<file path="config.mk">
export PLATFORM = sky130hd
export DESIGN_NAME = cic_decimator_flat
export DESIGN_NICKNAME = d
export VERILOG_FILES = /design/src/rtl/cic_pkg.sv /design/src/rtl/cic_decimator_if.sv /design/src/rtl/cic_comb_stage.sv /design/src/rtl/cic_decimator.sv /design/src/flat_wrapper.sv
export SDC_FILE = /design/constraint.sdc
export NUM_CORES = 1
export LEC_CHECK = 0
export CAP_MARGIN = 20
export CORE_ASPECT_RATIO = 0.75
export CORE_MARGIN = 8
export CORE_UTILIZATION = 55
export DETAILED_ROUTE_END_ITERATION = 7
export GPL_ROUTABILITY_DRIVEN = 0
export HOLD_SLACK_MARGIN = 0.02
export PLACE_DENSITY = 0.75
export SYNTH_ARGS = -nofsm -noshare
export SYNTH_HDL_FRONTEND = slang
export SYNTH_SLANG_ARGS = --single-unit
</file>
<file path="constraint.sdc">
create_clock -name clk -period 3.13 [get_ports clk]
set_input_delay 0.313 -clock clk [delete_from_list [all_inputs] [get_ports clk]]
set_output_delay 0.313 -clock clk [all_outputs]
set_load 0.1 [all_outputs]
</file>
<file path="src/rtl/cic_pkg.sv">
// Shared constants and types for the CIC decimator feeding the ISOP
// compensator. The default N/R/IN_W/OUT_W values are also used by the ISOP bench.
package cic_pkg;

   localparam int CIC_N     = 4;
   localparam int CIC_R     = 8;
   localparam int CIC_IN_W  = 8;
   localparam int CIC_OUT_W = 8;

   // Internal register growth: B = IN_W + N*log2(R).
   function automatic int cic_width(input int in_w, input int n, input int r);
      return in_w + n * $clog2(r);
   endfunction

   localparam int CIC_B = cic_width(CIC_IN_W, CIC_N, CIC_R);

   // B-bit accumulator at the default configuration.
   typedef logic signed [CIC_B-1:0] cic_acc_t;

endpackage

</file>
<file path="src/rtl/cic_decimator_if.sv">
// Sample stream bundle of the CIC decimator.
// Handshake: there is no backpressure. d_in is taken on every rising clk edge
// where in_valid is 1. out_valid is a one-cycle strobe that marks a new d_out.
// d_out holds its value between strobes.
interface cic_decimator_if #(
   parameter int IN_W  = 8,
   parameter int OUT_W = 8
);
   logic signed [IN_W-1:0]  d_in;
   logic                    in_valid;
   logic signed [OUT_W-1:0] d_out;
   logic                    out_valid;

   // Producer side of the stream; the bench uses this side.
   modport master (output d_in, output in_valid, input d_out, input out_valid);
   // Filter side of the stream.
   modport slave  (input d_in, input in_valid, output d_out, output out_valid);
endinterface

</file>
<file path="src/rtl/cic_comb_stage.sv">
// One registered CIC comb section (differential delay 1): y = x - x_delayed.
// The stage updates only when its valid token arrives. The token is forwarded
// one clock later.
module cic_comb_stage #(
   parameter int W = 20
) (
   input  logic                clk,
   input  logic                rst,
   input  logic signed [W-1:0] x,
   input  logic                vin,
   output logic signed [W-1:0] y,
   output logic                vout
);

   logic signed [W-1:0] dly;

   // Difference against the previous decimated value, then remember x.
   always_ff @(posedge clk or negedge rst) begin
      if (!rst) begin
         dly  <= '0;
         y    <= '0;
         vout <= 1'b0;
      end else begin
         vout <= vin;
         if (vin) begin
            y   <= x - dly;
            dly <= x;
         end
      end
   end

endmodule

</file>
<file path="src/rtl/cic_decimator.sv">
// N-stage CIC decimator (differential delay 1, decimation R) that feeds ISOP.
// Integrators run at the input rate. The combs run once per R accepted samples
// as a valid-token pipeline. d_out is the top OUT_W bits of the final comb,
// which gives unity DC gain.
// Optional build macro CIC_ROUND_EN: round half-up before truncation and
// saturate on positive overflow. When it is undefined, plain truncation is used.
module cic_decimator
   import cic_pkg::*;
#(
   parameter int N     = CIC_N,
   parameter int R     = CIC_R,
   parameter int IN_W  = CIC_IN_W,
   parameter int OUT_W = CIC_OUT_W
) (
   input  logic            clk,
   input  logic            rst,
   cic_decimator_if.slave  bus
);

   localparam int B  = cic_width(IN_W, N, R);
   localparam int CW = $clog2(R);

   typedef logic signed [B-1:0] acc_t;

   if ((R < 2) || ((R & (R - 1)) != 0)) begin : g_bad_r
      $error("cic_decimator: R must be a power of two and at least 2");
   end

   acc_t                    integ [N];
   logic [CW-1:0]           count;
   logic                    block_done;
   acc_t                    dec;
   logic                    dec_valid;
   acc_t                    stage_x    [N];
   logic                    stage_vin  [N];
   acc_t                    stage_y    [N];
   logic                    stage_vout [N];
   acc_t                    final_comb;
   logic                    final_valid;
   logic signed [OUT_W-1:0] out_next;
   logic signed [OUT_W-1:0] d_out_q;
   logic                    out_valid_q;

   // Integrator cascade. Stage k adds the pre-edge value of stage k-1.
   // Wrap-around modulo 2^B is intended and cancels in the combs.
   always_ff @(posedge clk or negedge rst) begin
      if (!rst) begin
         for (int k = 0; k < N; k++) integ[k] <= '0;
      end else if (bus.in_valid) begin
         integ[0] <= integ[0] + {{(B-IN_W){bus.d_in[IN_W-1]}}, bus.d_in};
         for (int k = 1; k < N; k++) integ[k] <= integ[k] + integ[k-1];
      end
   end

   // Count accepted samples. Flag the edge that takes the R-th sample of a block.
   always_ff @(posedge clk or negedge rst) begin
      if (!rst) begin
         count      <= '0;
         block_done <= 1'b0;
      end else begin
         block_done <= bus.in_valid && (count == CW'(R - 1));
         if (bus.in_valid) count <= count + 1'b1;
      end
   end

   // One edge after a block completes, capture the last integrator and start
   // the comb token.
   always_ff @(posedge clk or negedge rst) begin
      if (!rst) begin
         dec       <= '0;
         dec_valid <= 1'b0;
      end else begin
         dec_valid <= block_done;
         if (block_done) dec <= integ[N-1];
      end
   end

   // Chain the comb stages: each stage takes the previous stage's output and token.
   always_comb begin
      stage_x[0]   = dec;
      stage_vin[0] = dec_valid;
      for (int k = 1; k < N; k++) begin
         stage_x[k]   = stage_y[k-1];
         stage_vin[k] = stage_vout[k-1];
      end
   end

   for (genvar k = 0; k < N; k++) begin : g_comb
      cic_comb_stage #(.W(B)) u_stage (
         .clk  (clk),
         .rst  (rst),
         .x    (stage_x[k]),
         .vin  (stage_vin[k]),
         .y    (stage_y[k]),
         .vout (stage_vout[k])
      );
   end

   assign final_comb  = stage_y[N-1];
   assign final_valid = stage_vout[N-1];

`ifdef CIC_ROUND_EN
   localparam logic [B:0] HALF = {{(OUT_W+1){1'b0}}, 1'b1, {(B-OUT_W-1){1'b0}}};

   logic [B:0] rnd_sum;
   logic       unused_rnd_low;

   assign rnd_sum        = {final_comb[B-1], final_comb} + HALF;
   assign unused_rnd_low = ^rnd_sum[B-OUT_W-1:0];

   // Round half-up. Only a positive overflow is possible, so clamp to the maximum.
   always_comb begin
      out_next = rnd_sum[B-1:B-OUT_W];
      if (rnd_sum[B] != rnd_sum[B-1]) out_next = {1'b0, {(OUT_W-1){1'b1}}};
   end
`else
   logic unused_trunc_low;

   assign unused_trunc_low = ^final_comb[B-OUT_W-1:0];

   // Truncate: keep the top OUT_W bits of the final comb.
   always_comb begin
      out_next = final_comb[B-1:B-OUT_W];
   end
`endif

   // Output register. d_out changes only together with the strobe.
   always_ff @(posedge clk or negedge rst) begin
      if (!rst) begin
         d_out_q     <= '0;
         out_valid_q <= 1'b0;
      end else begin
         out_valid_q <= final_valid;
         if (final_valid) d_out_q <= out_next;
      end
   end

   assign bus.d_out     = d_out_q;
   assign bus.out_valid = out_valid_q;

endmodule
</file>
<file path="src/flat_wrapper.sv">
// flat-port wrapper written by rule: the top's interface ports become plain ports
module cic_decimator_flat import cic_pkg::*;
#(
   parameter int N     = CIC_N,
   parameter int R     = CIC_R,
   parameter int IN_W  = CIC_IN_W,
   parameter int OUT_W = CIC_OUT_W
)
  (clk, rst, bus_d_in, bus_in_valid, bus_d_out, bus_out_valid);
  cic_decimator_if #(.IN_W(IN_W), .OUT_W(OUT_W)) bus_i ();
  input  logic clk;
  input  logic rst;
  input wire logic [$bits(bus_i.d_in)-1:0] bus_d_in;
  input wire logic [$bits(bus_i.in_valid)-1:0] bus_in_valid;
  output wire logic [$bits(bus_i.d_out)-1:0] bus_d_out;
  output wire logic [$bits(bus_i.out_valid)-1:0] bus_out_valid;
  assign bus_i.d_in = bus_d_in;
  assign bus_i.in_valid = bus_in_valid;
  assign bus_d_out = bus_i.d_out;
  assign bus_out_valid = bus_i.out_valid;
  cic_decimator #(.N(N), .R(R), .IN_W(IN_W), .OUT_W(OUT_W)) u_core (.clk(clk), .rst(rst), .bus(bus_i));
endmodule
</file>
==> results of run 1 <==
## worst max-delay path: stages, from the launching register on
cell,delay [ns]
dfrtp_1,0.39
ha_1,0.24
fa_1,0.42
a211oi_1,0.35
o21bai_1,0.17
a31o_2,0.29
a221oi_2,0.28
o21ai_1,0.12
a31oi_1,0.25
nor4bb_1,0.09
a211o_1,0.26
## cell usage in the layout (no fill, tap or decap), types with 13 or more instances in the layout
cell type / instances
nand3_1: 25
mux2_2: 131
nand2b_1: 16
and3_1: 14
nor2_1: 76
o21ai_0: 140
xnor2_1: 86
xor2_1: 34
nand4_1: 13
a21oi_1: 122
o21bai_1: 14
ha_1: 153
a21o_1: 63
nor2b_1: 26
nor3_1: 20
clkbuf_16: 27
buf_4: 19
o21a_1: 22
clkdlybuf4s50_1: 16
nand2_1: 139
dfrtp_1: 264
inv_1: 127
## path summary, 6_finish.rpt
kind	startpoint	end	slack, ns	cells past startpoint
worst max-delay path	u_core.integ[0]	u_core.integ[18]	0.15	10
worst min-delay path	bus_in_valid	u_core.integ[76]	0.35	2
worst max register to register	u_core.integ[0]	u_core.integ[18]	0.15	10
worst min register to register	u_core.count[0]	u_core.count[0]	0.48	1
max in group asynchronous	rst	u_core.g_comb[2].u_stage.y[8]	1.92	3
min in group asynchronous	rst	u_core.g_comb[1].u_stage.dly[1]	0.39	2
## cells by family (layout without fill, tap and decap cells)
logic type,count (synthesis),after routing
AO/OA/AOI/OAI,471,471
adder cells (fa/ha/maj),160,160
buffers and inverters,180,212
multiplexers,142,142
XOR/XNOR,120,120
flip-flops,266,266
AND/OR/NAND/NOR,376,376
## routing by layer
metal | wire (um) | up-vias
li1 | - | 6158
met1 | 16650 | 6018
met2 | 15820 | 154
met3 | 867 | 47
met4 | 620 | 0
met5 | 0 | -
## Yosys cell counts (22+ instances only)
cell type,n
a21o_1,63
a21oi_1,122
clkbuf_1,45
dfrtp_1,266
ha_1,153
inv_1,127
mux2_2,131
nand2_1,139
nand3_1,25
nor2_1,76
nor2b_1,26
o21a_1,22
o21ai_0,140
xnor2_1,86
xor2_1,34
## sequential cells by signal, summed over array words and instances (netlist names)
| signal | flops |
|---|---|
| u_core.g_comb.u_stage.vout | 4 |
| u_core.bus.d_out | 8 |
| u_core.dec | 20 |
| u_core.dec_valid | 1 |
| u_core.g_comb.u_stage.dly | 80 |
| u_core.count | 3 |
| u_core.block_done | 1 |
| u_core.g_comb.u_stage.y | 68 |
| u_core.integ | 80 |
| u_core.bus.out_valid | 1 |
## layout make-up
class | instances | share of cell area
sequential | 266 | 0.3613
clock inverter | 12 | 0.009232
inverter | 127 | 0.02586
tap | 399 | 0.02708
timing repair buffer | 41 | 0.02213
clock buffer | 32 | 0.03930
multi-input combinational | 1269 | 0.5151
## metrics by stage
| stage | utilization | setup WS (ns) | hold WS (ns) | instance area (um^2) | std cells |
|---|---|---|---|---|---|
| 6_report | 0.6115 | 0.1540 | 0.3528 | 18430 | 2146 |
| 4_1_cts | 0.6111 | 0.2045 | 0.3467 | 18420 | 2146 |
| 5_1_grt | 0.6115 | 0.06851 | 0.3746 | 18430 | 2146 |
| 2_1_floorplan | - | 0.5290 | 0.01741 | 16820 | 1715 |
| 3_5_place_dp | 0.5811 | 0.01955 | 0.3672 | 17520 | 2101 |
| 3_3_place_gp | 0.5811 | 0.04786 | 0.3657 | 17520 | 2101 |
## timing repair
action                                  in CTS  in global routing
hold endpoints to repair                    78                  0
resized for setup                            0                  2
hold buffers                                 1                  0
endpoints found under the setup margin       0                  4
==> results.json, run 1 <==
{
  "status": "finished, final reports clean",
  "synth_xor_area_frac": 0.06247,
  "cp-start-kind": "flop",
  "synthSimpleGateAreaFrac": 0.1072,
  "synth_area_mm2": 0.01682,
  "multi_input_area_mm2": 0.009495,
  "core_mm2": 0.03014,
  "fin_crit_sh": 0.9508,
  "cts_tree": "yes",
  "ys_types": 71,
  "fill_cells": 2459,
  "routed_wl_mm": 33.96,
  "finalCriticalPeriod_ns": 2.976,
  "grt.met2_usage": 0.3115,
  "postCtsSetupBuffers": 0,
  "dieHeight_um": 167.5,
  "avgSynthCellArea_um2": 9.810,
  "grtUsageTotal": 0.1875,
  "rsz0062_at_grt": "no",
  "met1_usage": 0.2626,
  "post_synth_mux_area_share": 0.09423,
  "grt_pass1_vias": 12250,
  "max_freq_ghz": 0.3360,
  "grt_max_degree": 83,
  "finalSetupViolCount": 0,
  "nNetsFinal": 1902,
  "place_hpwl_mm": 24.60,
  "seqCellArea_mm2": 0.006659,
  "synthCells": 1715,
  "clk-insertion-delay-late_ns": 0.54,
  "clk_path_buf_depth": 3,
  "wl_per_cell_um": 15.82,
  "via_per_inst": 5.767,
  "numCtsBuffers": 26,
  "port_buffers": 19,
  "vias": 12377,
  "grt.met3_usage": 0.02305,
  "drv_slew": 0,
  "grt_pass1_wl_mm": 59.28,
  "dieArea_mm2": 0.03650,
  "drt_iter0_markers": 851,
  "cap_violations": 0,
  "clk_pin_slew_ns": 0.07,
  "die_x_um": 218.0,
  "synth_edf_count": 0,
  "drc": 0,
  "antenna_cells": 0,
  "tns_ns": 0,
  "cts_sinks": 266,
  "relSlewSlack": 0.3260,
  "overflow": 0,
  "antenna_found_initial": 0,
  "crit_type": "reg2reg",
  "ys_warn_count": 0,
  "hold_viol_final": 0,
  "critPathCaptureType": "flop",
  "async_reset_ff_frac": 1.000,
  "ctsHtreeMaxLevel": 1,
  "ant_nets": 0,
  "synthToLayoutAreaGrowth_pct": 9.564,
  "start_util": 0.5582,
  "seq_area_frac_synth": 0.3957,
  "pin_count": 20,
  "synth_compound_area_frac": 0.1777,
  "synth_top_family_by_area": "compound AO/OA/AOI/OAI gates",
  "yosys-top-cells-area": "dfrtp_1 (40%), ha_1 (11%), mux2_2 (8.8%)",
  "cts-root-buf": "clkbuf_16",
  "path_max_fanout": 3,
  "grt_busiest_layer": "met2",
  "finClkSkew_ns": 0.01144,
  "synth_top_area_cell": "dfrtp_1",
  "crit_arrival_ns": 3.39,
  "ys.flop_type": "dfrtp_1",
  "std_cell_rows": 55,
  "synth_nets": 1886,
  "cp.required_ns": 3.55,
  "drive_gt1_frac": 0.1265,
  "ys_ff_latch": 266,
  "synth_adder_area_share": 0.1221,
  "worst_pin_slew_ns": 1.008,
  "drtPass1Iterations": 5,
  "synth_top_area_share": 0.3957,
  "hold_class": "in2reg"
}
Power of run 1 is not shown: default switching activity piles up to over one toggle a cycle in this logic, so the estimate is an artifact.
==> inputs of run 2 (changes only) <==
SETUP_SLACK_MARGIN = 0.4   (was default)
SLEW_MARGIN = 20   (was default)
==> run 2 against run 1 <==
  * Worst setup slack improved by 0.18 ns
  * Worst hold slack got worse by 0.0087 ns
  * Final cell count grew 0.84%
  * First-iteration DRC count grew 7.5%
  * Die area did not move
  * Cell area rose by 2.3%
==> results.json, run 2 (synthesis results as in run 1) <==
{
  "status": "finished, final reports clean",
  "dp_slack_ns": 0.01955,
  "via_per_inst": 5.763,
  "antenna_found_initial": 0,
  "fin_crit_sh": 0.8932,
  "fill_cells": 2405,
  "dieArea_mm2": 0.03650,
  "std_cell_rows": 55,
  "ant_nets": 0,
  "drc": 0,
  "clk-insertion-delay-late_ns": 0.54,
  "dieHeight_um": 167.5,
  "hold_viol_final": 0,
  "finalSetupViolCount": 0,
  "layout_setup_ws_ns": 0.3344,
  "crit_arrival_ns": 3.22,
  "drt_iter0_markers": 915,
  "worst_pin_slew_ns": 1.007,
  "ctsHtreeMaxLevel": 1,
  "start_util": 0.5582,
  "path_max_fanout": 4,
  "hold_class": "in2reg",
  "nNetsFinal": 1920,
  "place_hpwl_mm": 24.60,
  "slowest_delay_ns": 0.40,
  "grt_pass1_wl_mm": 59.55,
  "final_common_cell": "dfrtp_1",
  "core_mm2": 0.03014,
  "final_cell_mix": "dfrtp_1 (263), ha_1 (142), nand2_1 (138)",
  "crit_slowest_cell": "a2111oi_4",
  "cp.required_ns": 3.56,
  "crit_family": "compound AO/OA/AOI/OAI gates",
  "clk_path_buf_depth": 3,
  "grtUsageTotal": 0.1885,
  "drive_gt1_frac": 0.1632,
  "pin_count": 20,
  "tns_ns": 0,
  "grt_max_degree": 83,
  "drv_slew": 0,
  "wl_per_cell_um": 16.09,
  "cts-root-buf": "clkbuf_16",
  "critPathCaptureType": "flop",
  "die_x_um": 218.0,
  "routed_wl_mm": 34.82,
  "finalCriticalPeriod_ns": 2.796,
  "numCtsBuffers": 26,
  "synthToLayoutAreaGrowth_pct": 12.05,
  "finClkSkew_ns": 0.01080,
  "cts_tree": "yes",
  "crit_type": "reg2reg",
  "port_buffers": 19,
  "crit_chain": "buf_4 -> ha_2 -> fa_2 -> a211o_1 -> a2111oi_4 -> o31ai_4 -> a21o_1 -> a21oi_1 -> xnor2_1 -> mux2_2",
  "max_freq_ghz": 0.3577,
  "seqCellArea_mm2": 0.006660,
  "worst-path-buf-inv": 1,
  "cap_violations": 0,
  "cp-start-kind": "flop",
  "clk_pin_slew_ns": 0.07,
  "grt_pass1_vias": 12296,
  "cts_sinks": 266,
  "rsz0062_at_grt": "yes",
  "antenna_cells": 0,
  "relSlewSlack": 0.3263,
  "drtPass1Iterations": 5,
  "multi_input_area_mm2": 0.009777,
  "vias": 12472,
  "reg.largest.list": "u_core.g_comb.u_stage.dly x80, u_core.integ x80, u_core.g_comb.u_stage.y x68",
  "overflow": 0
}
## run 2: area by class of cell
class	instances	share of cell area
Clock inverter	12	0.009027
Sequential cell	266	0.3533
Clock buffer	32	0.03843
Tap cell	399	0.02648
Multi-Input combinational cell	1269	0.5187
Timing Repair Buffer	59	0.02881
Inverter	127	0.02529
## run 2: what timing repair did
| action | 4_1_cts | 5_1_grt |
|---|---|---|
| setup endpoints to repair | 18 | 36 |
| hold buffers | 1 | 0 |
| setup buffers | 9 | 9 |
| hold endpoints to repair | 78 | 0 |
| pin swaps | 17 | 26 |
| resized for setup | 16 | 48 |
## run 2: stage by stage
stage	hold slack, ns	std cells	utilization	area, um^2
floorplan	0.01741	1715	-	16820
global placement	0.3657	2101	0.5811	17520
detailed placement	0.3672	2101	0.5811	17520
CTS	0.3467	2155	0.6157	18560
global route	0.3721	2164	0.6254	18850
finish	0.3440	2164	0.6254	18850
## run 2: worst paths after layout
kind                            cells after the start                               to  slack [ns]        startpoint
worst max register to register                     10                 u_core.integ[32]        0.33  u_core.integ[20]
worst max-delay path                               10                 u_core.integ[32]        0.33  u_core.integ[20]
worst min-delay path                                2                 u_core.integ[76]        0.34      bus_in_valid
worst min register to register                      1                 u_core.integ[19]        0.48  u_core.integ[19]
max in group asynchronous                           3    u_core.g_comb[2].u_stage.y[9]        1.92               rst
min in group asynchronous                           2  u_core.g_comb[1].u_stage.dly[1]        0.39               rst
## run 2: layer usage
metal / vias up / global-route usage / part of all wire / wire length, um
li1: 6188 / - / - / -
met1: 6067 / 0.2629 / 0.48 / 16860
met2: 167 / 0.3143 / 0.47 / 16390
met3: 50 / 0.02323 / 0.027 / 945
met4: 0 / 0.03440 / 0.018 / 625
met5: - / 0 / 0 / 0
Power of run 2 is left out for the same reason.
==> inputs of run 3 (changes only) <==
CTS_BUF_LIST = sky130_fd_sc_hd__clkbuf_8   (was default)
clock period = 2.6 ns   (was 3.13 ns; I/O delays follow)
==> run 3 against run 2 <==
  * The flow now finishes with violations (setup timing)
  * First-iteration DRC count is 14% higher
  * Die area stayed put
  * Critical path type unchanged
  * Cell area is 19% higher
  * Highest routed layer unchanged
  * Clock skew is 0.031 ns higher
  * Critical path depth stayed put
  * Worst hold slack worse by 0.21 ns
  * Utilization is 12 points higher
==> results.json, run 3 (synthesis results as in run 1) <==
{
  "status": "finished, violations left",
  "cap_violations": 0,
  "crit_type": "reg2reg",
  "r2r_slack_ns": -0.15,
  "drtPass1Iterations": 5,
  "finClkSkew_ns": 0.04153,
  "numCtsBuffers": 44,
  "final_common_cell": "dfrtp_1",
  "std_cell_rows": 55,
  "die_x_um": 218.0,
  "fin_crit_sh": 1.059,
  "place_inst": 2172,
  "relSlewSlack": 0.3316,
  "hold_depth": 2,
  "port_buffers": 19,
  "reg2reg_depth": 10,
  "overflow": 0,
  "drive_gt1_frac": 0.3646,
  "ctsHtreeMaxLevel": 2,
  "hold_viol_final": 0,
  "start_util": 0.5582,
  "antenna_found_initial": 0,
  "slowest_delay_ns": 0.44,
  "worst_pin_slew_ns": 1.003,
  "routed_wl_mm": 46.20,
  "grt_pass1_vias": 14278,
  "path_max_fanout": 4,
  "cts_sinks": 266,
  "timing.rr.end": "u_core.integ[32]",
  "dieArea_mm2": 0.03650,
  "grt_max_degree": 76,
  "final_cell_mix": "dfrtp_1 (250), buf_4 (146), inv_1 (133)",
  "place_hpwl_mm": 26.27,
  "cts-root-buf": "clkbuf_8",
  "layout_setup_ws_ns": -0.1544,
  "hold_class": "in2reg",
  "whs_endpoint": "u_core.integ[62]",
  "cp-start-kind": "flop",
  "antenna_cells": 0,
  "clk-insertion-delay-late_ns": 0.59,
  "drc": 0,
  "finalCriticalPeriod_ns": 2.754,
  "critPathCaptureType": "flop",
  "crit_arrival_ns": 3.21,
  "clk_pin_slew_ns": 0.07,
  "crit_slowest_cell": "a2111oi_4",
  "crit_chain": "buf_6 -> ha_4 -> fa_2 -> a211o_1 -> a2111oi_4 -> o31ai_4 -> a21o_1 -> a21oi_2 -> xnor2_1 -> mux2_2",
  "dp_slack_ns": -0.3184,
  "vias": 14186,
  "grt_pass1_wl_mm": 70.48,
  "drt_iter0_markers": 1047,
  "synthToLayoutAreaGrowth_pct": 32.88,
  "tns_ns": -0.5287,
  "cts_tree": "yes",
  "wl_per_cell_um": 19.46,
  "r2r_start": "u_core.integ[20]",
  "crit_family": "compound AO/OA/AOI/OAI gates",
  "nNetsFinal": 2113,
  "max_freq_ghz": 0.3631,
  "drv_slew": 0,
  "pin_count": 20,
  "min_from": "bus_in_valid",
  "fin_util": 0.7417,
  "violations": "setup timing",
  "ant_nets": 0,
  "via_per_inst": 5.976,
  "stdcell_count": 2374,
  "cp.required_ns": 3.05,
  "rsz0062_at_grt": "yes",
  "grtUsageTotal": 0.2274,
  "reg.largest.list": "u_core.g_comb.u_stage.dly x80, u_core.integ x80, u_core.g_comb.u_stage.y x68",
  "worst-path-buf-inv": 1,
  "finalSetupViolCount": 7,
  "core_mm2": 0.03014,
  "clk_path_buf_depth": 3,
  "dieHeight_um": 167.5
}
[run 3: cell types whose count changed in the layout (fill, tap and decap cells not counted), sizes merged]
cell	delta
clkinvlp	-1
clkdlybuf4s50	-8
clkinv	-2
buf	+183
clkbuf	+25
inv	+16
bufinv	-3
[run 3: final cells by class]
| cell class | count | area [um^2] |
|---|---|---|
| Multi-Input combinational cell | 1269 | 11670 |
| Fill cell | 1900 | 7786 |
| Sequential cell | 266 | 6676 |
| Timing Repair Buffer | 234 | 2123 |
| Clock buffer | 57 | 784.5 |
| Tap cell | 399 | 499.2 |
| Inverter | 127 | 479.2 |
| Clock inverter | 22 | 120.1 |
[run 3: worst max path at each step]
stage / startpoint / end / slack [ns] / depth (start not counted)
floorplan: u_core.integ[7] / u_core.integ[18] / 0.14 / 10
global placement: bus_d_in[0] / u_core.integ[78] / -0.29 / 11
detailed placement: bus_d_in[7] / u_core.integ[78] / -0.32 / 10
CTS: u_core.integ[0] / u_core.integ[18] / -0.05 / 10
global route: u_core.integ[20] / u_core.integ[32] / -0.21 / 10
finish: u_core.integ[20] / u_core.integ[32] / -0.15 / 10
[run 3: metal layers]
metal,vias to the layer above,track usage,part of all wire
met5,-,0,0
met4,0,0.06414,0.026
met3,106,0.03313,0.051
met2,451,0.3580,0.47
met1,7057,0.3228,0.45
li1,6572,-,-
[run 3: what timing repair did]
action | CTS | global route
buffers inserted | 78 | 44
setup endpoints to repair | 87 | 96
gates resized for setup | 285 | 175
hold endpoints to repair | 60 | 0
pin swaps | 140 | 122
hold buffers | 1 | 0
[run 3: stage by stage]
| stage | hold slack, ns | area [um^2] |
|---|---|---|
| finish | 0.1382 | 22360 |
| global route | 0.1389 | 22360 |
| CTS | 0.09204 | 21190 |
| detailed placement | 0.2542 | 18280 |
| global placement | 0.2434 | 18280 |
| floorplan | -0.03559 | 17080 |
Power of run 3 is left out for the same reason.
